[src/rtl/ram_boot_loader_if.sv]
// Word-source handshake and RAMblock bus seen by the boot loader.
// slave: the loader side. master: the word source plus the RAM.
interface ram_boot_loader_if #(
   parameter int ADDR_W = 8,
   parameter int DATA_W = 16
);
   logic              in_valid;
   logic              in_ready;
   logic [ADDR_W-1:0] in_addr;
   logic [DATA_W-1:0] in_data;
   logic              in_last;
   logic [ADDR_W-1:0] ram_addr;
   logic [DATA_W-1:0] ram_wdata;
   logic [DATA_W-1:0] ram_rdata;
   logic              ram_read;
   logic              ram_write;

   modport slave (
      input  in_valid, in_addr, in_data, in_last, ram_rdata,
      output in_ready, ram_addr, ram_wdata, ram_read, ram_write
   );

   modport master (
      output in_valid, in_addr, in_data, in_last, ram_rdata,
      input  in_ready, ram_addr, ram_wdata, ram_read, ram_write
   );
endinterface

[src/rtl/ram_boot_loader.sv]
// RAM boot loader: queues (addr, data) words from a source, writes them into
// RAMblock, optionally reads each back to compare, and releases the CU enable
// only after a load session finishes with no verify mismatches.
module ram_boot_loader #(
   parameter int ADDR_W = 8,
   parameter int DATA_W = 16,
   parameter int DEPTH  = 4,
   parameter int VERIFY = 1,
   parameter int ERR_W  = 8
) (
   input  logic             clk,
   input  logic             rst_n,
   input  logic             start,
   ram_boot_loader_if.slave bus,
   output logic             cpu_enable,
   output logic             busy,
   output logic             done,
   output logic [ERR_W-1:0] err_count,
   output logic             fail
);

   localparam int PTR_W = $clog2(DEPTH);
   localparam int CNT_W = PTR_W + 1;

   typedef enum logic [2:0] {
      IDLE,
      LOAD,
      WRITE,
      RDBK,
      FINISH,
      RUN
   } state_t;

   state_t state;

   logic [ADDR_W-1:0] fifo_addr [DEPTH];
   logic [DATA_W-1:0] fifo_data [DEPTH];
   logic [DEPTH-1:0]  fifo_last;
   logic [PTR_W-1:0]  wr_ptr;
   logic [PTR_W-1:0]  rd_ptr;
   logic [CNT_W-1:0]  count;
   logic              last_seen;
   logic              cur_last;
   logic              full;
   logic              empty;
   logic              push;
   logic              pop;
   logic              sess_start;

   // FIFO status, source handshake, and the pop decision shared by FIFO and FSM.
   // Pop doubles as "load the FIFO head into the RAM bus and enter WRITE", which
   // lets WRITE/RDBK chain straight into the next word when one is queued.
   always_comb begin
      full         = (count == CNT_W'(DEPTH));
      empty        = (count == '0);
      bus.in_ready = busy & ~full & ~last_seen;
      push         = bus.in_valid & bus.in_ready;
      sess_start   = start & ((state == IDLE) | (state == RUN));
      pop          = 1'b0;
      case (state)
         LOAD:    pop = ~empty;
         WRITE:   pop = (VERIFY == 0) & ~cur_last & ~empty;
         RDBK:    pop = ~cur_last & ~empty;
         default: pop = 1'b0;
      endcase
   end

   // FIFO storage; contents need no reset, only the pointers do.
   always_ff @(posedge clk) begin
      if (push) begin
         fifo_addr[wr_ptr] <= bus.in_addr;
         fifo_data[wr_ptr] <= bus.in_data;
         fifo_last[wr_ptr] <= bus.in_last;
      end
   end

   // FIFO pointers, occupancy and the end-of-session marker from the source.
   always_ff @(posedge clk or negedge rst_n) begin
      if (!rst_n) begin
         wr_ptr    <= '0;
         rd_ptr    <= '0;
         count     <= '0;
         last_seen <= 1'b0;
      end else begin
         if (push) wr_ptr <= wr_ptr + 1'b1;
         if (pop)  rd_ptr <= rd_ptr + 1'b1;
         case ({push, pop})
            2'b10:   count <= count + 1'b1;
            2'b01:   count <= count - 1'b1;
            default: count <= count;
         endcase
         if (sess_start)
            last_seen <= 1'b0;
         else if (push && bus.in_last)
            last_seen <= 1'b1;
      end
   end

   // Session FSM with registered RAM strobes, status and CU enable.
   always_ff @(posedge clk or negedge rst_n) begin
      if (!rst_n) begin
         state         <= IDLE;
         cpu_enable    <= 1'b0;
         busy          <= 1'b0;
         done          <= 1'b0;
         err_count     <= '0;
         fail          <= 1'b0;
         cur_last      <= 1'b0;
         bus.ram_addr  <= '0;
         bus.ram_wdata <= '0;
         bus.ram_read  <= 1'b0;
         bus.ram_write <= 1'b0;
      end else begin
         done          <= 1'b0;
         bus.ram_read  <= 1'b0;
         bus.ram_write <= 1'b0;
         if (pop) begin
            bus.ram_addr  <= fifo_addr[rd_ptr];
            bus.ram_wdata <= fifo_data[rd_ptr];
            cur_last      <= fifo_last[rd_ptr];
            bus.ram_write <= 1'b1;
         end
         case (state)
            IDLE: begin
               if (start) begin
                  busy      <= 1'b1;
                  err_count <= '0;
                  fail      <= 1'b0;
                  state     <= LOAD;
               end
            end
            LOAD: begin
               if (pop) begin
                  state <= WRITE;
               end else if (empty && last_seen) begin
                  done  <= 1'b1;
                  state <= FINISH;
               end
            end
            WRITE: begin
               if (VERIFY != 0) begin
                  bus.ram_read <= 1'b1;
                  state        <= RDBK;
               end else if (cur_last) begin
                  done  <= 1'b1;
                  state <= FINISH;
               end else if (pop) begin
                  state <= WRITE;
               end else begin
                  state <= LOAD;
               end
            end
            RDBK: begin
               if ((bus.ram_rdata != bus.ram_wdata) && (err_count != '1))
                  err_count <= err_count + 1'b1;
               if (cur_last) begin
                  done  <= 1'b1;
                  state <= FINISH;
               end else if (pop) begin
                  state <= WRITE;
               end else begin
                  state <= LOAD;
               end
            end
            FINISH: begin
               busy <= 1'b0;
               if (err_count == '0) begin
                  cpu_enable <= 1'b1;
                  state      <= RUN;
               end else begin
                  fail  <= 1'b1;
                  state <= IDLE;
               end
            end
            RUN: begin
               if (start) begin
                  cpu_enable <= 1'b0;
                  busy       <= 1'b1;
                  err_count  <= '0;
                  fail       <= 1'b0;
                  state      <= LOAD;
               end
            end
            default: state <= IDLE;
         endcase
      end
   end

endmodule

[src/flat_wrapper.sv]
// flat-port wrapper written by rule: the top's interface ports become plain ports
module ram_boot_loader_flat 
#(
   parameter int ADDR_W = 8,
   parameter int DATA_W = 16,
   parameter int DEPTH  = 4,
   parameter int VERIFY = 1,
   parameter int ERR_W  = 8
)
  (clk, rst_n, start, cpu_enable, busy, done, err_count, fail, bus_in_valid, bus_in_addr, bus_in_data, bus_in_last, bus_ram_rdata, bus_in_ready, bus_ram_addr, bus_ram_wdata, bus_ram_read, bus_ram_write);
  ram_boot_loader_if #(.ADDR_W(ADDR_W), .DATA_W(DATA_W)) bus_i ();
  input  logic clk;
  input  logic rst_n;
  input  logic start;
  output logic cpu_enable;
  output logic busy;
  output logic done;
  output logic [ERR_W-1:0] err_count;
  output logic fail;
  input wire logic [$bits(bus_i.in_valid)-1:0] bus_in_valid;
  input wire logic [$bits(bus_i.in_addr)-1:0] bus_in_addr;
  input wire logic [$bits(bus_i.in_data)-1:0] bus_in_data;
  input wire logic [$bits(bus_i.in_last)-1:0] bus_in_last;
  input wire logic [$bits(bus_i.ram_rdata)-1:0] bus_ram_rdata;
  output wire logic [$bits(bus_i.in_ready)-1:0] bus_in_ready;
  output wire logic [$bits(bus_i.ram_addr)-1:0] bus_ram_addr;
  output wire logic [$bits(bus_i.ram_wdata)-1:0] bus_ram_wdata;
  output wire logic [$bits(bus_i.ram_read)-1:0] bus_ram_read;
  output wire logic [$bits(bus_i.ram_write)-1:0] bus_ram_write;
  assign bus_i.in_valid = bus_in_valid;
  assign bus_i.in_addr = bus_in_addr;
  assign bus_i.in_data = bus_in_data;
  assign bus_i.in_last = bus_in_last;
  assign bus_i.ram_rdata = bus_ram_rdata;
  assign bus_in_ready = bus_i.in_ready;
  assign bus_ram_addr = bus_i.ram_addr;
  assign bus_ram_wdata = bus_i.ram_wdata;
  assign bus_ram_read = bus_i.ram_read;
  assign bus_ram_write = bus_i.ram_write;
  ram_boot_loader #(.ADDR_W(ADDR_W), .DATA_W(DATA_W), .DEPTH(DEPTH), .VERIFY(VERIFY), .ERR_W(ERR_W)) u_core (.clk(clk), .rst_n(rst_n), .start(start), .bus(bus_i), .cpu_enable(cpu_enable), .busy(busy), .done(done), .err_count(err_count), .fail(fail));
endmodule
[config.mk]
export PLATFORM = sky130hd
export DESIGN_NAME = ram_boot_loader_flat
export DESIGN_NICKNAME = d
export VERILOG_FILES = /design/src/rtl/ram_boot_loader_if.sv /design/src/rtl/ram_boot_loader.sv /design/src/flat_wrapper.sv
export SDC_FILE = /design/constraint.sdc
export NUM_CORES = 1
export LEC_CHECK = 0
export BUFFER_PORTS_ARGS = -buffer_cell sky130_fd_sc_hd__buf_2
export CAP_MARGIN = 30
export CORE_AREA = 2 2 144 146
export CTS_BUF_LIST = sky130_fd_sc_hd__clkbuf_16
export DETAILED_ROUTE_END_ITERATION = 10
export DIE_AREA = 0 0 146 148
export PLACE_DENSITY = 0.57
export RECOVER_POWER = 50
export SKIP_LAST_GASP = 1
export SYNTH_ARGS = -nofsm -noshare
export SYNTH_HDL_FRONTEND = slang
export SYNTH_SLANG_ARGS = --single-unit
[constraint.sdc]
create_clock -name clk -period 2.94 [get_ports clk]
set_clock_uncertainty 0.2 [all_clocks]
set_input_delay 0.147 -clock clk [delete_from_list [all_inputs] [get_ports clk]]
set_output_delay 0.147 -clock clk [all_outputs]
set_load 0.01 [all_outputs]
==> results of run 1 <==
==> metal layers <==
metal	wire, um	vias to the layer above	track usage
met5	0	-	0
met4	161	0	0.0408
met3	531	18	0.0327
met2	6650	100	0.215
met1	5810	1801	0.160
li1	-	1587	-
==> registers in the layout (all words and copies together), names as in the netlist <==
register / count
u_core.bus.ram_read: 1
u_core.done: 1
u_core.fifo_data: 64
u_core.state: 3
u_core.last_seen: 1
u_core.bus.ram_wdata: 16
u_core.err_count: 8
u_core.bus.ram_write: 1
u_core.wr_ptr: 2
u_core.fifo_addr: 32
u_core.cur_last: 1
u_core.fail: 1
u_core.bus.ram_addr: 8
u_core.busy: 1
u_core.cpu_enable: 1
u_core.count: 3
u_core.rd_ptr: 2
u_core.fifo_last: 4
==> power by group through the flow <==
stage          sequential [uW]  clock, uW  combinational, uW
2_1_floorplan             3250          0               1810
3_3_place_gp              3270          0               2610
4_1_cts                   3260       2220               2720
3_5_place_dp              3300          0               2680
6_report                  3250       2170               2620
5_1_grt                   3320       2310               2870
==> cell families (layout without fill, tap and decap cells) <==
logic type,Yosys count,after routing,synth area share
adders and majority gates,8,8,0.0176
DFF,150,150,0.697
other,0,1,0
AOI/OAI and AO/OA,30,30,0.0336
xor gates and xnor gates,22,22,0.0316
buffers and inverters,25,164,0.0178
muxes,54,54,0.145
and+or+nand+nor,56,56,0.0564
==> synth_stat cells (6+ instances only) <==
master	n	area share
dfrtp_1	50	0.21
ha_1	7	0.014
nand2_1	11	0.0068
mux4_2	25	0.092
o21ai_0	6	0.0049
a21oi_1	6	0.0049
nor2_1	7	0.0043
buf_2	6	0.0049
mux2_2	27	0.050
xor2_1	18	0.026
nor3_1	6	0.0049
edfxtp_1	100	0.49
inv_1	13	0.0080
and3_1	7	0.0072
==> layout make-up <==
class	count	area [um^2]
Fill cell	1955	12400
Timing Repair Buffer	119	703
Multi-Input combinational cell	170	1740
Clock buffer	17	425
Inverter	13	48.8
Clock inverter	15	164
Antenna cell	1	2.50
Sequential cell	150	4260
Tap cell	270	338
==> final timing paths <==
check,startpoint,end,slack (ps),depth (start not counted)
setup / recovery,u_core.count[0]$_DFFE_PN0P_,u_core.count[1]$_DFFE_PN0P_,490,8
hold / removal,bus_in_valid,u_core.wr_ptr[0]$_DFFE_PN0P_,60,3
setup reg to reg,u_core.count[0]$_DFFE_PN0P_,u_core.count[1]$_DFFE_PN0P_,490,8
hold reg to reg,u_core.bus.ram_addr[7]$_DFFE_PN0P_,u_core.bus.ram_addr[7]$_DFFE_PN0P_,310,1
max in group asynchronous,rst_n,u_core.bus.ram_addr[1]$_DFFE_PN0P_,910,3
min in group asynchronous,rst_n,u_core.err_count[6]$_DFFE_PN0P_,240,2
==> stage by stage <==
stage / setup WS (ps) / area (um^2) / utilization / hold WS, ps
floorplan: 458 / 6100 / - / -349
global placement: 482 / 6870 / 0.343 / -81.4
CTS: 258 / 7730 / 0.386 / 20.7
global route: 246 / 7680 / 0.383 / 126
detailed placement: 270 / 6870 / 0.343 / -82.0
finish: 487 / 7680 / 0.383 / 60.6
==> worst register-to-register path, cell delays in order (launching register included) <==
cell	delay (ps)
dfrtp_1	380
inv_1	100
a311oi_2	440
and2_0	330
inv_1	70
ha_1	200
inv_1	70
fa_1	400
mux2i_1	170
==> what timing repair did <==
item | 4_1_cts | 5_1_grt
endpoints found under the setup margin | 0 | 2
endpoints found under the hold margin | 154 | 0
hold buffers | 27 | 0
resized for setup | 0 | 1
==> flow_metrics.env, run 1 <==
export IMPL_vdd_ir_drop_max_mv=0.386
export IMPL_crit_slowest_cell="a311oi_2"
export IMPL_clk_transition_reported_paths_ps=60
export IMPL_cpMostUsedCell="inv_1"
export IMPL_clkPwrFrac=0.270
export IMPL_worstPathBufferInverterCount=3
export IMPL_drtIter0Drc=218
export IMPL_slew_headroom=0.299
export IMPL_htree_levels=4
export IMPL_die_area_um2=21600
export IMPL_cts_tree="built"
export IMPL_status="finished, final reports clean"
export IMPL_ys_warn_count=0
export IMPL_required_ps=3070
export IMPL_cpPeakStageDelay_ps=440
export IMPL_cts_made_buffers=17
export IMPL_synth_edf_count=100
export IMPL_drv_slew=0
export IMPL_cts_buffer_depth=2
export IMPL_cp_arrival_ps=2580
export IMPL_ys_seq_area_frac=0.697
export IMPL_total_power_uw=8030
export IMPL_vias_per_cell=4.64
export IMPL_drc=0
export IMPL_grt_max_degree=27
export IMPL_synthDistinctLibCells=47
export IMPL_synth_seq_cells=150
export IMPL_finalSetupTns_ps=0
export IMPL_max_cap_violations=0
export IMPL_rsz0062_at_grt="no"
export IMPL_layout_common_cells="edfxtp_1 (100), dfrtp_1 (49), clkbuf_1 (46)"
export IMPL_synthArstFlopShare=0.333
export IMPL_path_cells="inv_1 -> a311oi_2 -> and2_0 -> inv_1 -> ha_1 -> inv_1 -> fa_1 -> mux2i_1"
export IMPL_area_growth_pct=25.9
export IMPL_grt_overflow_total=0
export IMPL_clock_sinks=150
export IMPL_die_w_um=146
export IMPL_p_leak_uw=0.00286
export IMPL_post_cts_setup_buffer_count=0
export IMPL_dr_total_vias=3506
export IMPL_io_pins=84
export IMPL_p_seq_frac=0.404
export IMPL_ant_nets=0
export IMPL_max_freq_mhz=408
export IMPL_hold_path_class="primary input to register"
export IMPL_core_area_um2=20000
export IMPL_rows=52
export IMPL_setup_viol=0
export IMPL_path_max_fanout=6
export IMPL_wl_per_cell_um=17.4
export IMPL_io_buffer_count=83
export IMPL_hpwl_um=8410
export IMPL_start_util=0.304
export IMPL_synthFlopType="edfxtp_1"
export IMPL_p_int_uw=5450
export IMPL_final_common_cell="edfxtp_1"
export IMPL_switching_share=0.322
export IMPL_grt_pass1_vias=3740
export IMPL_tightest_slew_ps=1050
export IMPL_grt_antenna_before_repair=0
export IMPL_syn_area_um2=6100
export IMPL_track_usage=0.127
export IMPL_dr_pass1_iters=4
export IMPL_fin_crit_ps=2450
export IMPL_hold_viol_final=0
export IMPL_instances_no_fill=755
export IMPL_place_congestion=0.786
export IMPL_routed_wl_um=13100
export IMPL_dp_cells=695
export IMPL_clkLatencyLatePin_ps=420
export IMPL_timing_final_crit_share=0.834
export IMPL_cts_root_buf="clkbuf_16"
export IMPL_combPwrFrac=0.326
export IMPL_synth_fp_nets=398
export IMPL_path_delay_family="adder cells"
export IMPL_synthCells=345
export IMPL_avgSynthCellArea_um2=17.7
export IMPL_drive_gt1_frac=0.283
export IMPL_worstSetupPathType="register to register"
export IMPL_critPathLaunchType="register"
export IMPL_die_h_um=148
export IMPL_power_net_switching_uw=2590
export IMPL_grt_pass1_wl_um=20500
export IMPL_endpoint_kind="register"
export IMPL_power_density_nw_per_um2=1050
export IMPL_final_nets=524
No activity file was read; power rests on OpenSTA's default activity.
==> inputs of run 2 (changes only) <==
- ABC_AREA: default -> 1
- CORE_AREA: 2 2 144 146 -> 2 2 147 149
- DIE_AREA: 0 0 146 148 -> 0 0 149 151
- clock period: 2.94 -> 2.35 ns (I/O delays scaled with it)
==> run 2 against run 1 <==
Effect of this change:
- synthesized cell count up 74%
- highest routed layer is now met5
- cell count up 35%
- first-iteration DRC count up 30%
- largest power group unchanged
- combinational power up 44%
- clock power up 15%
- sequential power up 18%
- clock-buffer cell count unchanged
- critical path depth up 3
- via count up 28%
==> flow_metrics.env, run 2 <==
export IMPL_setup_viol=0
export IMPL_p_leak_uw=0.00324
export IMPL_track_usage=0.130
export IMPL_endpoint_kind="register"
export IMPL_max_freq_mhz=458
export IMPL_slew_headroom=0.254
export IMPL_cts_buffer_depth=2
export IMPL_layout_common_cells="nand2_1 (102), edfxtp_1 (100), nor2_1 (95)"
export IMPL_cts_made_buffers=17
export IMPL_synth_seq_cells=150
export IMPL_syn_area_um2=6400
export IMPL_synth_common_cells="nand2_1 (102), edfxtp_1 (100), nor2_1 (99)"
export IMPL_utilization=0.385
export IMPL_final_area_um2=8010
export IMPL_dp_cells=956
export IMPL_critPathLaunchType="register"
export IMPL_hold_path_class="primary input to register"
export IMPL_synth_top_area_share=0.469
export IMPL_largest_reg_flops=64
export IMPL_clkLatencyLatePin_ps=420
export IMPL_regMostFlops="u_core.fifo_data"
export IMPL_io_buffer_count=83
export IMPL_status="finished, final reports clean"
export IMPL_synthDistinctLibCells=31
export IMPL_max_cap_violations=0
export IMPL_fin_crit_ps=2180
export IMPL_tightest_slew_ps=1120
export IMPL_cp_arrival_ps=2280
export IMPL_required_ps=2450
export IMPL_core_area_um2=20800
export IMPL_path_cells="inv_2 -> nand2_2 -> nor2_4 -> nand3_2 -> nand2_4 -> ha_1 -> inv_1 -> fa_1 -> a21oi_1 -> o21ai_1 -> xor2_1"
export IMPL_path_max_fanout=4
export IMPL_fill_cells=2061
export IMPL_cts_root_buf="clkbuf_16"
export IMPL_synthCells=599
export IMPL_die_w_um=149
export IMPL_yosysMostFrequentCell="nand2_1"
export IMPL_vdd_ir_drop_max_mv=0.577
export IMPL_vias_per_cell=4.42
export IMPL_clk_transition_reported_paths_ps=60
export IMPL_die_h_um=151
export IMPL_synth_edf_count=100
export IMPL_drtIter0Drc=284
export IMPL_final_nets=782
export IMPL_drv_slew=0
export IMPL_place_area_um2=7250
export IMPL_io_pins=84
export IMPL_rsz0062_at_grt="no"
export IMPL_routed_wl_um=13900
export IMPL_dr_pass1_iters=4
export IMPL_power_density_nw_per_um2=1260
export IMPL_grt_pass1_wl_um=22200
export IMPL_holdWs_ps=243
export IMPL_start_util=0.307
export IMPL_hold_viol_final=0
export IMPL_drc=0
export IMPL_synth_fp_nets=652
export IMPL_synthTopCellsByArea="edfxtp_1 (47%), dfrtp_1 (20%), o21ai_0 (6.1%), nand2_1 (6.0%), nor2_1 (5.8%)"
export IMPL_ys_warn_count=0
export IMPL_grt_pass1_vias=4203
export IMPL_wl_per_cell_um=13.7
export IMPL_timing_final_crit_share=0.929
export IMPL_reg_top3="u_core.fifo_data: 64 flops, u_core.fifo_addr: 32 flops, u_core.bus.ram_wdata: 16 flops"
export IMPL_die_area_um2=22500
export IMPL_cpPeakStageDelay_ps=450
export IMPL_area_growth_pct=25.2
export IMPL_avgSynthCellArea_um2=10.7
export IMPL_dr_total_vias=4500
export IMPL_synthArstFlopShare=0.333
export IMPL_drive_gt1_frac=0.151
export IMPL_worstSetupPathType="register to register"
export IMPL_clock_sinks=150
export IMPL_grt_overflow_total=0
export IMPL_instances_no_fill=1018
export IMPL_post_cts_setup_buffer_count=0
export IMPL_worstPathBufferInverterCount=2
export IMPL_crit_slowest_cell="dfrtp_1"
export IMPL_rows=53
export IMPL_place_congestion=0.773
export IMPL_finalSetupTns_ps=0
export IMPL_yosysTopAreaCell="edfxtp_1"
export IMPL_synthFlopType="edfxtp_1"
export IMPL_grt_antenna_before_repair=2
export IMPL_grt_max_degree=55
export IMPL_htree_levels=4
export IMPL_path_delay_family="adder cells"
export IMPL_final_common_cell="nand2_1"
export IMPL_ant_nets=0
export IMPL_cts_tree="built"
export IMPL_hpwl_um=9220
export IMPL_ys_seq_area_frac=0.664
run 2: cell count changes after synthesis, sizes merged, moves of 16 or more:
cell,before,now
nor2,7,100
o21ai,6,81
mux2,27,0
inv,13,66
nand2,11,110
mux4,25,0
o22ai,1,17
run 2: worst register-to-register path: stages (launching register included):
cell and delay [ps]:
dfrtp_1 450, inv_2 100, nand2_2 70, nor2_4 120, nand3_2 100, nand2_4 80, ha_1 130, inv_1 70
fa_1 380, a21oi_1 150, o21ai_1 90, xor2_1 140
run 2: cells by family after synthesis:
logic type                 after synthesis  share of synthesized area
adders and majority gates                8                     0.0168
AOI/OAI and AO/OA                      116                      0.105
buffers and inverters                   86                     0.0545
xor gates and xnor gates                 5                    0.00684
DFF                                    150                      0.664
and+or+nand+nor                        234                      0.152
run 2: timing repair:
action | 4_1_cts | 5_1_grt
endpoints found under the setup margin | 0 | 1
resized for setup | 0 | 1
hold endpoints to repair | 158 | 0
hold buffers | 29 | 0
run 2: worst paths after layout:
path                                             startpoint                                  end  slack (ps)  depth (start not counted)
worst max register to register  u_core.state[2]$_DFFE_PN0P_          u_core.count[2]$_DFFE_PN0P_         170                         11
min in group asynchronous                             rst_n  u_core.bus.ram_wdata[2]$_DFFE_PN0P_         400                          3
worst max-delay path            u_core.state[2]$_DFFE_PN0P_          u_core.count[2]$_DFFE_PN0P_         170                         11
worst min register to register  u_core.count[0]$_DFFE_PN0P_          u_core.count[0]$_DFFE_PN0P_         270                          1
worst min-delay path                      bus_ram_rdata[13]      u_core.err_count[1]$_DFFE_PN0P_         240                         11
max in group asynchronous                             rst_n         u_core.wr_ptr[1]$_DFFE_PN0P_         860                          3
run 2: stage by stage:
| stage | setup slack [ps] | total power, uW |
|---|---|---|
| global placement | 177 | 7680 |
| detailed placement | 142 | 7760 |
| finish | 166 | 10100 |
| floorplan | -332 | 6490 |
| CTS | 135 | 10300 |
| global route | 15.9 | 10900 |
run 2: area by class of cell:
type / count / area (um^2) / area share
diodes: 1 / 2.50 / 0.000312
clock buffers: 17 / 425 / 0.0531
clock inverters: 15 / 119 / 0.0148
inverters: 66 / 248 / 0.0309
multi-input cells: 363 / 1810 / 0.226
flip-flops and latches: 150 / 4250 / 0.531
well taps: 275 / 344 / 0.0429
repair buffers: 131 / 806 / 0.101
run 2: metal layers:
layer | GRT usage | part of all wire | vias to the layer above
li1 | - | - | 2272
met1 | 0.175 | 0.48 | 2132
met2 | 0.201 | 0.46 | 83
met3 | 0.0428 | 0.053 | 11
met4 | 0.0376 | 0.0089 | 2
met5 | 0 | 0.00079 | -
run 2: where the power goes:
group / leakage (uW) / internal [uW] / switching (uW)
sequential: 0.00152 / 3510 / 341
clock: 0.000264 / 1370 / 1120
combinational: 0.00145 / 1290 / 2470
